### src/rtl/rr_arb_pkg.sv
// rtl/rr_arb_pkg.sv - shared types, constants and rotating priority search for rr_arb8
package rr_arb_pkg;

  typedef enum logic {IDLE, GRANT} state_t;

  localparam int N_REQ = 8;
  localparam int IDX_W = 3;

  // First set request bit scanning ptr, ptr+1, ... with modulo-8 wrap.
  function automatic logic [IDX_W-1:0] rr_pick(input logic [N_REQ-1:0] req,
                                               input logic [IDX_W-1:0] ptr);
    logic [IDX_W-1:0] idx;
    logic             found;
    rr_pick = ptr;
    found   = 1'b0;
    for (int k = 0; k < N_REQ; k++) begin
      idx = ptr + IDX_W'(k);
      if (!found && req[idx]) begin
        rr_pick = idx;
        found   = 1'b1;
      end
    end
  endfunction

endpackage

### src/rtl/onehot_dec3x8.sv
// rtl/onehot_dec3x8.sv - combinational 3-to-8 one-hot decoder
module onehot_dec3x8
  import rr_arb_pkg::*;
(
  input  logic [IDX_W-1:0] idx,
  output logic [N_REQ-1:0] onehot
);

  always_comb begin
    onehot = N_REQ'(1) << idx;
  end

endmodule

### src/rtl/rr_arb8.sv
// rtl/rr_arb8.sv - eight-way round-robin arbiter with hold timeout
module rr_arb8
  import rr_arb_pkg::*;
#(
  parameter int unsigned MAX_HOLD = 16
) (
  input  logic             clk,
  input  logic             rst,
  input  logic [N_REQ-1:0] req,
  input  logic             done,
  output logic [N_REQ-1:0] gnt,
  output logic [IDX_W-1:0] gnt_idx,
  output logic             gnt_valid,
  output logic             timeout
);

  localparam int CNT_W = $clog2(MAX_HOLD);

  state_t           state, state_n;
  logic [IDX_W-1:0] ptr, ptr_n;
  logic [IDX_W-1:0] idx_n;
  logic [CNT_W-1:0] hold_cnt, cnt_n;
  logic             timeout_n;
  logic             cnt_max;
  logic             rel;
  logic [N_REQ-1:0] dec;

  always_ff @(posedge clk or posedge rst) begin
    if (rst) begin
      state    <= IDLE;
      ptr      <= '0;
      hold_cnt <= '0;
      gnt_idx  <= '0;
      timeout  <= 1'b0;
    end else begin
      state    <= state_n;
      ptr      <= ptr_n;
      hold_cnt <= cnt_n;
      gnt_idx  <= idx_n;
      timeout  <= timeout_n;
    end
  end

  assign cnt_max = (hold_cnt == CNT_W'(MAX_HOLD - 1));
  assign rel     = done || !req[gnt_idx] || cnt_max;

  always_comb begin
    state_n   = state;
    ptr_n     = ptr;
    cnt_n     = hold_cnt;
    idx_n     = gnt_idx;
    timeout_n = 1'b0;
    case (state)
      IDLE: begin
        if (|req) begin
          idx_n   = rr_pick(req, ptr);
          cnt_n   = '0;
          state_n = GRANT;
        end
      end
      GRANT: begin
        if (rel) begin
          state_n   = IDLE;
          ptr_n     = gnt_idx + IDX_W'(1);
          // Timeout only flags revocations the holder did not cause itself.
          timeout_n = cnt_max && !done && req[gnt_idx];
        end else begin
          cnt_n = hold_cnt + CNT_W'(1);
        end
      end
      default: state_n = IDLE;
    endcase
  end

  assign gnt_valid = (state == GRANT);

  onehot_dec3x8 u_dec (
    .idx    (gnt_idx),
    .onehot (dec)
  );

  assign gnt = dec & {N_REQ{gnt_valid}};

endmodule

### config.mk
export PLATFORM = sky130hd
export DESIGN_NAME = rr_arb8
export DESIGN_NICKNAME = d
export VERILOG_FILES = /design/src/rtl/rr_arb_pkg.sv /design/src/rtl/onehot_dec3x8.sv /design/src/rtl/rr_arb8.sv
export SDC_FILE = /design/constraint.sdc
export NUM_CORES = 1
export LEC_CHECK = 0
export BUFFER_PORTS_ARGS = -buffer_cell sky130_fd_sc_hd__clkbuf_2
export CAP_MARGIN = 20
export CORE_MARGIN = 2
export CORE_UTILIZATION = 33
export CTS_CLUSTER_DIAMETER = 100
export DETAILED_ROUTE_END_ITERATION = 10
export GPL_ROUTABILITY_DRIVEN = 0
export PLACE_DENSITY_LB_ADDON = 0.3
export SYNTH_ARGS = -nofsm -noshare
export SYNTH_HDL_FRONTEND = slang
export SYNTH_SLANG_ARGS = --single-unit
### constraint.sdc
create_clock -name clk -period 3.4 [get_ports clk]
set_input_delay 0.68 -clock clk [delete_from_list [all_inputs] [get_ports clk]]
set_output_delay 0.68 -clock clk [all_outputs]
set_load 0.1 [all_outputs]
==> results of run 1 <==
layer usage:
metal | track usage [%] | routed length (um) | up-vias
li1 | - | - | 676
met1 | 23.82 | 1844 | 695
met2 | 25.69 | 1924 | 40
met3 | 1.806 | 163 | 7
met4 | 4.403 | 66 | 0
met5 | 0 | 0 | -
cells by family after synthesis:
logic type | synth area share [%]
flops | 19.54
xor+xnor | 2.851
fa+ha+maj | 7.329
compound gates | 14.17
simple gates | 20.36
mux | 30.70
buf+inv | 5.049
state kept, by name, indices dropped and copies added, names as in the netlist:
signal     flops
timeout        1
hold_cnt       4
ptr            3
gnt_valid      1
gnt_idx        3
metrics by stage:
stage,worst slack (ps),cell area [sq um],util (%),std cells,hold slack [ps]
finish,430.1,1780,40.33,244,427.6
CTS,424.7,1780,40.33,244,443.7
global placement,422.3,1725,39.09,240,474.7
global route,126.7,1780,40.33,244,493.6
detailed placement,453.1,1725,39.09,240,484.5
floorplan,141.4,1536,-,165,448.5
worst max-delay path: stages (launching register included):
cell and delay [ps]:
sky130_fd_sc_hd__dfrtp_1 340, sky130_fd_sc_hd__inv_1 80, sky130_fd_sc_hd__ha_1 430, sky130_fd_sc_hd__mux4_2 570, sky130_fd_sc_hd__mux2_2 310, sky130_fd_sc_hd__a2111oi_0 510
sky130_fd_sc_hd__nand4bb_1 240, sky130_fd_sc_hd__nand3_1 160, sky130_fd_sc_hd__xnor2_1 120, sky130_fd_sc_hd__mux2i_1 80
synthesized netlist by cell type, drive strengths merged, types with 4 or more instances:
master	count	area, sq um
a21oi	4	20.02
and2	7	43.79
buf	4	28.78
dfrtp	12	300.3
ha	9	112.6
inv	11	41.29
mux2	7	78.82
mux2i	10	100.1
mux4	13	292.8
nand2	18	67.56
nand3	7	35.03
nor2	11	41.29
nor4	4	25.02
o21ai	9	45.04
worst paths after layout:
path	from	to	slack [ps]	depth (start not counted)
min in group clk	hold_cnt[3]$_DFFE_PP0P_	hold_cnt[3]$_DFFE_PP0P_	490	1
max in group asynchronous	rst	gnt_idx[0]$_DFFE_PP0P_	2640	2
min	rst	ptr[1]$_DFFE_PP0P_	430	2
max reg2reg	ptr[1]$_DFFE_PP0P_	gnt_idx[0]$_DFFE_PP0P_	430	9
max	ptr[1]$_DFFE_PP0P_	gnt_idx[0]$_DFFE_PP0P_	430	9
min reg2reg	hold_cnt[3]$_DFFE_PP0P_	hold_cnt[3]$_DFFE_PP0P_	490	1
cell type report:
cell class	count	area (sq um)
fill	440	2634
inverter	11	41.29
tap	52	65.06
timing repair buffer	29	160.2
clock buffer	4	55.05
multi-input combinational	136	1159
sequential	12	300.3
==> report_table.html, run 1 <==
<table>
<tr><th>Metric</th><th>Value</th></tr>
<tr><th colspan="2">Critical path</th></tr>
<tr><td>Nature of the critical path endpoint</td><td>flop</td></tr>
<tr><td>Highest net fanout along the worst path</td><td>7</td></tr>
<tr><td>Path type of the worst setup path</td><td>flop to flop</td></tr>
<tr><td>Kind of start point of the critical path</td><td>flop</td></tr>
<tr><td>Required arrival time at the worst endpoint</td><td>3520 ps</td></tr>
<tr><td>Arrival time at the worst endpoint</td><td>3090 ps</td></tr>
<tr><th colspan="2">Place</th></tr>
<tr><td>DP HPWL</td><td>3045 um</td></tr>
<tr><td>Port Buf Inserts</td><td>23</td></tr>
<tr><th colspan="2">Timing</th></tr>
<tr><td>Final Cycle Share</td><td>87.35%</td></tr>
<tr><td>Worst-case clock skew</td><td>1.124 ps</td></tr>
<tr><td>Worst slew pin tran</td><td>561.5 ps</td></tr>
<tr><td>Final sum of negative setup slack</td><td>0 ps</td></tr>
<tr><td>Shortest clock period the worst path allows after layout</td><td>2970 ps</td></tr>
<tr><td>Number of hold-slack violations in the final timing report</td><td>0</td></tr>
<tr><td>Remaining max-slew budget at the tightest pin</td><td>61.60%</td></tr>
<tr><td>Count of pins over their slew limit</td><td>0</td></tr>
<tr><td>Number of setup violations in the final report</td><td>0</td></tr>
<tr><td>Maximum clock frequency</td><td>336.7 MHz</td></tr>
<tr><td>Setup repair after global routing missed its margin</td><td>no</td></tr>
<tr><th colspan="2">Floorplanning</th></tr>
<tr><td>Effective utilization at floorplan</td><td>34.81%</td></tr>
<tr><td>Die Outline Area</td><td>5218 sq um</td></tr>
<tr><td>Floorplan row count</td><td>24</td></tr>
<tr><td>Width of the die</td><td>72.24 um</td></tr>
<tr><td>Die boundary height</td><td>72.24 um</td></tr>
<tr><td>Core Footprint</td><td>4414 sq um</td></tr>
<tr><td>I/O pins</td><td>24</td></tr>
<tr><th colspan="2">Routing</th></tr>
<tr><td>DR iter-0 viols</td><td>44</td></tr>
<tr><td>Routed WL</td><td>3997 um</td></tr>
<tr><td>Detail-routed via count per cell</td><td>5.811</td></tr>
<tr><td>Residual DRC</td><td>0</td></tr>
<tr><td>Per-cell routed wire length</td><td>16.38 um</td></tr>
<tr><td>Number of vias after detailed routing</td><td>1418</td></tr>
<tr><td>Post-DRT Antenna Nets</td><td>0</td></tr>
<tr><td>Initial DRT Pass Iterations</td><td>5</td></tr>
<tr><th colspan="2">Clocking</th></tr>
<tr><td>Root buffer selected by CTS</td><td>sky130_fd_sc_hd__clkbuf_8</td></tr>
<tr><td>Clock buffers created by TritonCTS</td><td>3</td></tr>
<tr><td>Skew-Pair Late Insertion Delay</td><td>250 ps</td></tr>
<tr><td>Maximum clock path buffer count</td><td>2</td></tr>
<tr><td>Number of buffers inserted for hold repair after clock tree synthesis</td><td>0</td></tr>
<tr><td>Post-CTS Setup Bufs</td><td>0</td></tr>
<tr><td>H-tree depth reported by CTS</td><td>1</td></tr>
<tr><td>Clock tree from TritonCTS</td><td>done</td></tr>
<tr><td>Clk sink count</td><td>12</td></tr>
<tr><td>Clock-pin slew on the worst setup and hold paths</td><td>60 ps</td></tr>
<tr><td>Post-CTS sizing</td><td>0</td></tr>
<tr><th colspan="2">Synth</th></tr>
<tr><td>Cells after Synth</td><td>165</td></tr>
<tr><td>Count of synthesis-stage warnings from yosys</td><td>0</td></tr>
<tr><td>Main flop type after synthesis</td><td>sky130_fd_sc_hd__dfrtp_1</td></tr>
<tr><td>Cell area after synthesis</td><td>1536 sq um</td></tr>
<tr><td>Net count of the mapped netlist</td><td>185</td></tr>
<tr><td>Register area share after synthesis</td><td>19.54%</td></tr>
<tr><td>#FFs+latches synth</td><td>12</td></tr>
<tr><td>Proportion of synthesized flip-flops having asynchronous set or reset</td><td>100.0%</td></tr>
<tr><td>Avg Synthesized Cell Area</td><td>9.312 sq um</td></tr>
<tr><td>Number of different library cells in the post-synthesis netlist</td><td>42</td></tr>
<tr><td>Count of flip-flops with a built-in enable after synthesis</td><td>0</td></tr>
<tr><th colspan="2">Cells and area</th></tr>
<tr><td>Fraction of final layout cells with drive strength greater than 1</td><td>28.13%</td></tr>
<tr><td>Number of diodes</td><td>0</td></tr>
<tr><td>Most common library cell in the layout ignoring fill and taps</td><td>sky130_fd_sc_hd__clkbuf_2</td></tr>
<tr><td>Post-layout nets</td><td>213</td></tr>
<tr><td>Leading cell types in the layout, fill and taps excluded</td><td>sky130_fd_sc_hd__clkbuf_2 (23), sky130_fd_sc_hd__nand2_1 (18), sky130_fd_sc_hd__mux4_2 (13), sky130_fd_sc_hd__dfrtp_1 (12)</td></tr>
<tr><td>Area growth, synth to finish</td><td>15.88%</td></tr>
<tr><th colspan="2">Run</th></tr>
<tr><td>Total of max-cap violations</td><td>0</td></tr>
<tr><th colspan="2">Min path</th></tr>
<tr><td>Class of the most critical hold timing path</td><td>primary input to async pin</td></tr>
<tr><th colspan="2">Global routing</th></tr>
<tr><td>Wire length of the first global-routing pass</td><td>6679 um</td></tr>
<tr><td>Overflow left after global routing</td><td>0</td></tr>
<tr><td>Overall track demand over capacity in global routing</td><td>16.32%</td></tr>
<tr><td>Via count of the first global-routing pass</td><td>1293</td></tr>
<tr><td>Maximum number of pins on one net before global-route repair</td><td>14</td></tr>
<tr><td>Antenna violations before repair</td><td>0</td></tr>
<tr><th colspan="2">Outcome</th></tr>
<tr><td>Status</td><td>complete, no violations</td></tr>
</table>
Power of run 1 is left out: the tool's default activity adds up to more than one toggle a clock period on the data nets, which glitch-free logic cannot reach.
==> inputs of run 2 (changes only) <==
Settings changed: CORE_UTILIZATION 33 to 35, PLACE_DENSITY set to 0.58, PLACE_DENSITY_LB_ADDON 0.3 to not set.
==> run 2 against run 1 <==
Against the previous run:
- critical path depth is the same
- final cell count shrank 0.41%
- setup slack lost 63 ps
- via count shrank 0.49%
- first-iteration DRC count grew 34%
- global-route usage shrank 0.97 points
- utilization grew 0.95 points
- die area shrank 5.4%
- critical path type unchanged
- critical endpoint unchanged
==> report_table.html, run 2 (same netlist as run 1, synthesis figures left out) <==
<table>
<tr><th>Metric</th><th>Value</th></tr>
<tr><th colspan="2">Outcome</th></tr>
<tr><td>Status</td><td>complete, no violations (unchanged)</td></tr>
<tr><th colspan="2">Clocking</th></tr>
<tr><td>Skew-Pair Late Insertion Delay</td><td>240 ps (was 250 ps)</td></tr>
<tr><td>Clock buffers created by TritonCTS</td><td>3 (unchanged)</td></tr>
<tr><td>Number of buffers inserted for hold repair after clock tree synthesis</td><td>0 (unchanged)</td></tr>
<tr><td>Clock-pin slew on the worst setup and hold paths</td><td>60 ps (about the same)</td></tr>
<tr><td>Clk sink count</td><td>12 (unchanged)</td></tr>
<tr><td>H-tree depth reported by CTS</td><td>1 (unchanged)</td></tr>
<tr><td>Clock tree from TritonCTS</td><td>done (unchanged)</td></tr>
<tr><td>Post-CTS sizing</td><td>0 (unchanged)</td></tr>
<tr><td>Maximum clock path buffer count</td><td>2 (unchanged)</td></tr>
<tr><td>Root buffer selected by CTS</td><td>sky130_fd_sc_hd__clkbuf_8 (unchanged)</td></tr>
<tr><td>Post-CTS Setup Bufs</td><td>0 (unchanged)</td></tr>
<tr><th colspan="2">Timing</th></tr>
<tr><td>Worst-case clock skew</td><td>2.809 ps (was 1.124 ps)</td></tr>
<tr><td>Final Cycle Share</td><td>89.22% (was 87.35%)</td></tr>
<tr><td>Setup repair after global routing missed its margin</td><td>no (unchanged)</td></tr>
<tr><td>Maximum clock frequency</td><td>329.7 MHz (was 336.7 MHz)</td></tr>
<tr><td>Worst slew pin tran</td><td>625.4 ps (was 561.5 ps)</td></tr>
<tr><td>Remaining max-slew budget at the tightest pin</td><td>57.23% (was 61.60%)</td></tr>
<tr><td>PnR worst setup slack</td><td>366.6 ps (was 430.1 ps)</td></tr>
<tr><td>Number of setup violations in the final report</td><td>0 (unchanged)</td></tr>
<tr><td>Final sum of negative setup slack</td><td>0 ps (unchanged)</td></tr>
<tr><td>Number of hold-slack violations in the final timing report</td><td>0 (unchanged)</td></tr>
<tr><td>Shortest clock period the worst path allows after layout</td><td>3033 ps (was 2970 ps)</td></tr>
<tr><td>Count of pins over their slew limit</td><td>0 (unchanged)</td></tr>
<tr><th colspan="2">Routing</th></tr>
<tr><td>Detail-routed via count per cell</td><td>5.807 (was 5.811)</td></tr>
<tr><td>Residual DRC</td><td>0 (unchanged)</td></tr>
<tr><td>Per-cell routed wire length</td><td>15.19 um (was 16.38 um)</td></tr>
<tr><td>Routed WL</td><td>3691 um (was 3997 um)</td></tr>
<tr><td>Number of vias after detailed routing</td><td>1411 (was 1418)</td></tr>
<tr><td>DR iter-0 viols</td><td>59 (was 44)</td></tr>
<tr><td>Post-DRT Antenna Nets</td><td>0 (unchanged)</td></tr>
<tr><td>Initial DRT Pass Iterations</td><td>4 (was 5)</td></tr>
<tr><th colspan="2">Global routing</th></tr>
<tr><td>Maximum number of pins on one net before global-route repair</td><td>14 (unchanged)</td></tr>
<tr><td>Overflow left after global routing</td><td>0 (unchanged)</td></tr>
<tr><td>Overall track demand over capacity in global routing</td><td>15.35% (was 16.32%)</td></tr>
<tr><td>Antenna violations before repair</td><td>0 (unchanged)</td></tr>
<tr><td>Wire length of the first global-routing pass</td><td>6348 um (was 6679 um)</td></tr>
<tr><td>Via count of the first global-routing pass</td><td>1319 (was 1293)</td></tr>
<tr><th colspan="2">Critical path</th></tr>
<tr><td>Worst Reg2Reg Path Length in Cells</td><td>9 (unchanged)</td></tr>
<tr><td>Highest net fanout along the worst path</td><td>7 (unchanged)</td></tr>
<tr><td>Path type of the worst setup path</td><td>flop to flop (unchanged)</td></tr>
<tr><td>Critical register-to-register path endpoint</td><td>gnt_idx[0]$_DFFE_PP0P_ (unchanged)</td></tr>
<tr><td>Nature of the critical path endpoint</td><td>flop (unchanged)</td></tr>
<tr><td>R2R setup slack</td><td>370 ps (was 430 ps)</td></tr>
<tr><td>FF-to-FF Start</td><td>ptr[1]$_DFFE_PP0P_ (unchanged)</td></tr>
<tr><td>Required arrival time at the worst endpoint</td><td>3520 ps (about the same)</td></tr>
<tr><td>Arrival time at the worst endpoint</td><td>3160 ps (was 3090 ps)</td></tr>
<tr><td>Kind of start point of the critical path</td><td>flop (unchanged)</td></tr>
<tr><th colspan="2">Floorplanning</th></tr>
<tr><td>Effective utilization at floorplan</td><td>35.78% (was 34.81%)</td></tr>
<tr><td>Die boundary height</td><td>70.26 um (was 72.24 um)</td></tr>
<tr><td>Die Outline Area</td><td>4936 sq um (was 5218 sq um)</td></tr>
<tr><td>I/O pins</td><td>24 (unchanged)</td></tr>
<tr><td>Width of the die</td><td>70.26 um (was 72.24 um)</td></tr>
<tr><td>Floorplan row count</td><td>24 (unchanged)</td></tr>
<tr><td>Core Footprint</td><td>4294 sq um (was 4414 sq um)</td></tr>
<tr><th colspan="2">Cells and area</th></tr>
<tr><td>Number of flip-flops in the largest register</td><td>4 (unchanged)</td></tr>
<tr><td>Post-layout utilization of the core</td><td>41.29% (was 40.33%)</td></tr>
<tr><td>Regs by FF count</td><td>hold_cnt: 4 flops, gnt_idx: 3 flops, ptr: 3 flops (unchanged)</td></tr>
<tr><td>Post-layout nets</td><td>212 (was 213)</td></tr>
<tr><td>Area growth, synth to finish</td><td>15.39% (was 15.88%)</td></tr>
<tr><td>Fraction of final layout cells with drive strength greater than 1</td><td>27.75% (was 28.13%)</td></tr>
<tr><td>Register with the most flip-flops</td><td>hold_cnt (unchanged)</td></tr>
<tr><td>Number of diodes</td><td>0 (unchanged)</td></tr>
<tr><td>Most common library cell in the layout ignoring fill and taps</td><td>sky130_fd_sc_hd__clkbuf_2 (unchanged)</td></tr>
<tr><td>Leading cell types in the layout, fill and taps excluded</td><td>sky130_fd_sc_hd__clkbuf_2 (23), sky130_fd_sc_hd__nand2_1 (18), sky130_fd_sc_hd__mux4_2 (13), sky130_fd_sc_hd__dfrtp_1 (12) (unchanged)</td></tr>
<tr><td>Fillers</td><td>417 (was 440)</td></tr>
<tr><th colspan="2">Place</th></tr>
<tr><td>DP Worst Slack</td><td>429.4 ps (was 453.1 ps)</td></tr>
<tr><td>DP HPWL</td><td>2871 um (was 3045 um)</td></tr>
<tr><td>Port Buf Inserts</td><td>23 (unchanged)</td></tr>
<tr><th colspan="2">Min path</th></tr>
<tr><td>Class of the most critical hold timing path</td><td>primary input to async pin (unchanged)</td></tr>
<tr><th colspan="2">Run</th></tr>
<tr><td>Total of max-cap violations</td><td>0 (unchanged)</td></tr>
</table>
-- run 2: changes by cell type in the layout (fill, tap and decap cells not counted), sizes merged --
| cell | delta |
|---|---|
| buf | -1 |
-- run 2: per-stage QoR --
stage	area, sq um	instances	hold slack, ps
floorplan	1536	165	448.5
global placement	1718	239	481.0
detailed placement	1718	239	481.2
CTS	1773	243	442.6
global route	1773	243	460.9
finish	1773	243	424.8
-- run 2: layout make-up --
cell class	count	area, sq um	share of cell area, %
multi-input combinational	136	1159	65.35
sequential	12	300.3	16.94
timing repair buffer	28	152.6	8.610
tap	52	65.06	3.670
clock buffer	4	55.05	3.105
inverter	11	41.29	2.329
-- run 2: how the worst max path moves through the flow --
stage | startpoint | to | slack (ps) | depth (start not counted)
2_1_floorplan | ptr[1]$_DFFE_PP0P_ | gnt_idx[2]$_DFFE_PP0P_ | 140 | 11
3_3_place_gp | ptr[1]$_DFFE_PP0P_ | gnt_idx[2]$_DFFE_PP0P_ | 420 | 9
3_5_place_dp | ptr[0]$_DFFE_PP0P_ | gnt_idx[1]$_DFFE_PP0P_ | 430 | 9
4_1_cts | ptr[0]$_DFFE_PP0P_ | gnt_idx[1]$_DFFE_PP0P_ | 410 | 9
5_1_grt | ptr[0]$_DFFE_PP0P_ | gnt_idx[0]$_DFFE_PP0P_ | 210 | 9
6_report | ptr[1]$_DFFE_PP0P_ | gnt_idx[0]$_DFFE_PP0P_ | 370 | 9
-- run 2: worst max-delay path: stages, from the launching register on --
cell	delay (ps)
sky130_fd_sc_hd__dfrtp_1	340
sky130_fd_sc_hd__inv_1	70
sky130_fd_sc_hd__ha_1	440
sky130_fd_sc_hd__mux4_2	580
sky130_fd_sc_hd__mux2_2	300
sky130_fd_sc_hd__a2111oi_0	550
sky130_fd_sc_hd__nand4bb_1	240
sky130_fd_sc_hd__nand3_1	140
sky130_fd_sc_hd__xnor2_1	140
sky130_fd_sc_hd__mux2i_1	100
-- run 2: layer usage --
| layer | part of all wire [%] | global-route usage [%] | up-vias |
|---|---|---|---|
| li1 | - | - | 675 |
| met1 | 47 | 22.61 | 684 |
| met2 | 48 | 24.95 | 45 |
| met3 | 4.4 | 1.732 | 7 |
| met4 | 0.70 | 1.923 | 0 |
| met5 | 0 | 0 | - |
Power of run 2 is left out for the same reason.
==> inputs of run 3 (changes only) <==
Settings changed: CORE_UTILIZATION 35 to 52, PLACE_DENSITY 0.58 to 0.79, SLEW_MARGIN set to 10.
==> run 3 against run 2 <==
Against the previous run:
- final cell count down 9.1%
- clock-buffer cell count unchanged
- critical endpoint is now gnt_idx[2]$_DFFE_PP0P_
- sequential share of layout area up 0.52 points
- design area down 3.0%
- worst hold slack worse by 54 ps
- maximum frequency down 1.5%
- wire length up 10%
- flip-flop and latch count unchanged
==> report_table.html, run 3 (same netlist as run 1, synthesis figures left out) <==
<table>
<tr><th>Metric</th><th>Value</th></tr>
<tr><th colspan="2">Outcome</th></tr>
<tr><td>Status</td><td>complete, no violations (unchanged)</td></tr>
<tr><th colspan="2">Timing</th></tr>
<tr><td>Shortest clock period the worst path allows after layout</td><td>3078 ps (was 3033 ps)</td></tr>
<tr><td>Worst slew pin tran</td><td>508.7 ps (was 625.4 ps)</td></tr>
<tr><td>Final worst hold slack</td><td>371.1 ps (was 424.8 ps)</td></tr>
<tr><td>Worst-case clock skew</td><td>4.024 ps (was 2.809 ps)</td></tr>
<tr><td>Maximum clock frequency</td><td>324.9 MHz (was 329.7 MHz)</td></tr>
<tr><td>Final sum of negative setup slack</td><td>0 ps (unchanged)</td></tr>
<tr><td>Final Cycle Share</td><td>90.53% (was 89.22%)</td></tr>
<tr><td>Number of setup violations in the final report</td><td>0 (unchanged)</td></tr>
<tr><td>Count of pins over their slew limit</td><td>0 (unchanged)</td></tr>
<tr><td>Setup repair after global routing missed its margin</td><td>no (unchanged)</td></tr>
<tr><td>Number of hold-slack violations in the final timing report</td><td>0 (unchanged)</td></tr>
<tr><td>Remaining max-slew budget at the tightest pin</td><td>65.21% (was 57.23%)</td></tr>
<tr><th colspan="2">Critical path</th></tr>
<tr><td>Critical register-to-register path endpoint</td><td>gnt_idx[2]$_DFFE_PP0P_ (was gnt_idx[0]$_DFFE_PP0P_)</td></tr>
<tr><td>Worst Reg2Reg Path Length in Cells</td><td>9 (unchanged)</td></tr>
<tr><td>Gate family responsible for the most delay along the worst path</td><td>multiplexers (unchanged)</td></tr>
<tr><td>Cells traversed along the worst timing path</td><td>inv_1 &gt; ha_1 &gt; mux2_1 &gt; mux4_2 &gt; o32ai_4 &gt; or3b_1 &gt; o21ai_0 &gt; a211o_1 &gt; a22oi_1 (was inv_1 &gt; ha_1 &gt; mux4_2 &gt; mux2_2 &gt; a2111oi_0 &gt; nand4bb_1 &gt; nand3_1 &gt; xnor2_1 &gt; mux2i_1)</td></tr>
<tr><td>Nature of the critical path endpoint</td><td>flop (unchanged)</td></tr>
<tr><td>Cell with the largest stage delay on the worst path</td><td>sky130_fd_sc_hd__mux4_2 (unchanged)</td></tr>
<tr><td>Kind of start point of the critical path</td><td>flop (unchanged)</td></tr>
<tr><td>Buffers &amp; Inverters on Critical Path</td><td>1 (unchanged)</td></tr>
<tr><td>Path type of the worst setup path</td><td>flop to flop (unchanged)</td></tr>
<tr><td>Stage delay of the slowest cell on the critical path</td><td>550 ps (was 580 ps)</td></tr>
<tr><td>Required arrival time at the worst endpoint</td><td>3560 ps (was 3520 ps)</td></tr>
<tr><td>Highest net fanout along the worst path</td><td>6 (was 7)</td></tr>
<tr><td>FF-to-FF Start</td><td>ptr[0]$_DFFE_PP0P_ (was ptr[1]$_DFFE_PP0P_)</td></tr>
<tr><td>Arrival time at the worst endpoint</td><td>3230 ps (was 3160 ps)</td></tr>
<tr><td>R2R setup slack</td><td>320 ps (was 370 ps)</td></tr>
<tr><th colspan="2">Cells and area</th></tr>
<tr><td>Number of diodes</td><td>0 (unchanged)</td></tr>
<tr><td>Number of flip-flops in the largest register</td><td>4 (unchanged)</td></tr>
<tr><td>Fraction of final layout cells with drive strength greater than 1</td><td>27.37% (was 27.75%)</td></tr>
<tr><td>Leading cell types in the layout, fill and taps excluded</td><td>sky130_fd_sc_hd__clkbuf_2 (23), sky130_fd_sc_hd__nand2_1 (18), sky130_fd_sc_hd__mux4_2 (13), sky130_fd_sc_hd__dfrtp_1 (12) (unchanged)</td></tr>
<tr><td>Count of placed standard cells in the final layout, fillers left out</td><td>221 (was 243)</td></tr>
<tr><td>Regs by FF count</td><td>hold_cnt: 4 flops, gnt_idx: 3 flops, ptr: 3 flops (unchanged)</td></tr>
<tr><td>Fillers</td><td>221 (was 417)</td></tr>
<tr><td>Register with the most flip-flops</td><td>hold_cnt (unchanged)</td></tr>
<tr><td>Post-layout utilization of the core</td><td>61.85% (was 41.29%)</td></tr>
<tr><td>Post-layout nets</td><td>211 (was 212)</td></tr>
<tr><td>Area growth, synth to finish</td><td>11.97% (was 15.39%)</td></tr>
<tr><td>Most common library cell in the layout ignoring fill and taps</td><td>sky130_fd_sc_hd__clkbuf_2 (unchanged)</td></tr>
<tr><th colspan="2">Routing</th></tr>
<tr><td>Per-cell routed wire length</td><td>18.40 um (was 15.19 um)</td></tr>
<tr><td>Initial DRT Pass Iterations</td><td>4 (unchanged)</td></tr>
<tr><td>Residual DRC</td><td>0 (unchanged)</td></tr>
<tr><td>Routed WL</td><td>4067 um (was 3691 um)</td></tr>
<tr><td>Number of vias after detailed routing</td><td>1479 (was 1411)</td></tr>
<tr><td>DR iter-0 viols</td><td>84 (was 59)</td></tr>
<tr><td>Detail-routed via count per cell</td><td>6.692 (was 5.807)</td></tr>
<tr><td>Post-DRT Antenna Nets</td><td>0 (unchanged)</td></tr>
<tr><th colspan="2">Floorplanning</th></tr>
<tr><td>I/O pins</td><td>24 (unchanged)</td></tr>
<tr><td>Width of the die</td><td>58.36 um (was 70.26 um)</td></tr>
<tr><td>Core Footprint</td><td>2781 sq um (was 4294 sq um)</td></tr>
<tr><td>Die Outline Area</td><td>3405 sq um (was 4936 sq um)</td></tr>
<tr><td>Die boundary height</td><td>58.36 um (was 70.26 um)</td></tr>
<tr><td>Effective utilization at floorplan</td><td>55.24% (was 35.78%)</td></tr>
<tr><td>Floorplan row count</td><td>19 (was 24)</td></tr>
<tr><th colspan="2">Clocking</th></tr>
<tr><td>Clock buffers created by TritonCTS</td><td>3 (unchanged)</td></tr>
<tr><td>Clock tree from TritonCTS</td><td>done (unchanged)</td></tr>
<tr><td>Skew-Pair Late Insertion Delay</td><td>270 ps (was 240 ps)</td></tr>
<tr><td>Clk sink count</td><td>12 (unchanged)</td></tr>
<tr><td>Post-CTS Setup Bufs</td><td>0 (unchanged)</td></tr>
<tr><td>Root buffer selected by CTS</td><td>sky130_fd_sc_hd__clkbuf_4 (was sky130_fd_sc_hd__clkbuf_8)</td></tr>
<tr><td>Number of buffers inserted for hold repair after clock tree synthesis</td><td>0 (unchanged)</td></tr>
<tr><td>H-tree depth reported by CTS</td><td>1 (unchanged)</td></tr>
<tr><td>Maximum clock path buffer count</td><td>2 (unchanged)</td></tr>
<tr><td>Clock-pin slew on the worst setup and hold paths</td><td>80 ps (was 60 ps)</td></tr>
<tr><td>Post-CTS sizing</td><td>0 (unchanged)</td></tr>
<tr><th colspan="2">Global routing</th></tr>
<tr><td>Overall track demand over capacity in global routing</td><td>24.84% (was 15.35%)</td></tr>
<tr><td>Most heavily used metal layer in global routing</td><td>met2 (unchanged)</td></tr>
<tr><td>Met2 layer usage reported by global route</td><td>41.73% (was 24.95%)</td></tr>
<tr><td>Maximum number of pins on one net before global-route repair</td><td>14 (unchanged)</td></tr>
<tr><td>Overflow left after global routing</td><td>0 (unchanged)</td></tr>
<tr><td>Via count of the first global-routing pass</td><td>1400 (was 1319)</td></tr>
<tr><td>Antenna violations before repair</td><td>0 (unchanged)</td></tr>
<tr><td>Wire length of the first global-routing pass</td><td>6513 um (was 6348 um)</td></tr>
<tr><td>Met3 track utilization from global routing</td><td>5.055% (was 1.732%)</td></tr>
<tr><td>Met1 Track Usage GR</td><td>34.14% (was 22.61%)</td></tr>
<tr><th colspan="2">Place</th></tr>
<tr><td>DP HPWL</td><td>3034 um (was 2871 um)</td></tr>
<tr><td>Cell total after placement</td><td>217 (was 239)</td></tr>
<tr><td>Port Buf Inserts</td><td>23 (unchanged)</td></tr>
<tr><th colspan="2">Min path</th></tr>
<tr><td>Class of the most critical hold timing path</td><td>primary input to async pin (unchanged)</td></tr>
<tr><th colspan="2">Run</th></tr>
<tr><td>Total of max-cap violations</td><td>0 (unchanged)</td></tr>
</table>
-- run 3: routing by layer --
metal,vias up,part of all wire (%)
met5,-,0
met4,0,0.59
met3,4,9.2
met2,100,49
met1,699,41
li1,676,-
-- run 3: per-stage QoR --
step	setup slack, ps	cell area [sq um]
floorplan	141.4	1536
global placement	414.1	1684
detailed placement	320.2	1684
CTS	367.7	1720
global route	123.3	1720
finish	321.8	1720
-- run 3: how the worst max path moves through the flow --
| stage | startpoint | end | slack, ps | depth (start not counted) |
|---|---|---|---|---|
| CTS | ptr[0]$_DFFE_PP0P_ | gnt_idx[2]$_DFFE_PP0P_ | 370 | 9 |
| floorplan | ptr[1]$_DFFE_PP0P_ | gnt_idx[2]$_DFFE_PP0P_ | 140 | 11 |
| finish | ptr[0]$_DFFE_PP0P_ | gnt_idx[2]$_DFFE_PP0P_ | 320 | 9 |
| detailed placement | req[5] | gnt_idx[2]$_DFFE_PP0P_ | 320 | 8 |
| global route | ptr[0]$_DFFE_PP0P_ | gnt_idx[0]$_DFFE_PP0P_ | 120 | 10 |
| global placement | req[5] | gnt_idx[2]$_DFFE_PP0P_ | 410 | 8 |
-- run 3: cell type report --
| cell class | instances | area (sq um) | area share, % |
|---|---|---|---|
| Tap cell | 31 | 38.79 | 2.255 |
| Sequential cell | 12 | 300.3 | 17.45 |
| Clock buffer | 4 | 36.28 | 2.109 |
| Inverter | 11 | 41.29 | 2.400 |
| Timing Repair Buffer | 27 | 145.1 | 8.436 |
| Multi-Input combinational cell | 136 | 1159 | 67.35 |
-- run 3: worst register-to-register path: cells and delay by family, from the launching register on --
kind	cells	cell delay, ps
flops	1	350
compound gates	4	750
mux	2	940
simple gates	1	420
buf+inv	1	70
fa+ha+maj	1	430
Power of run 3 is left out for the same reason.
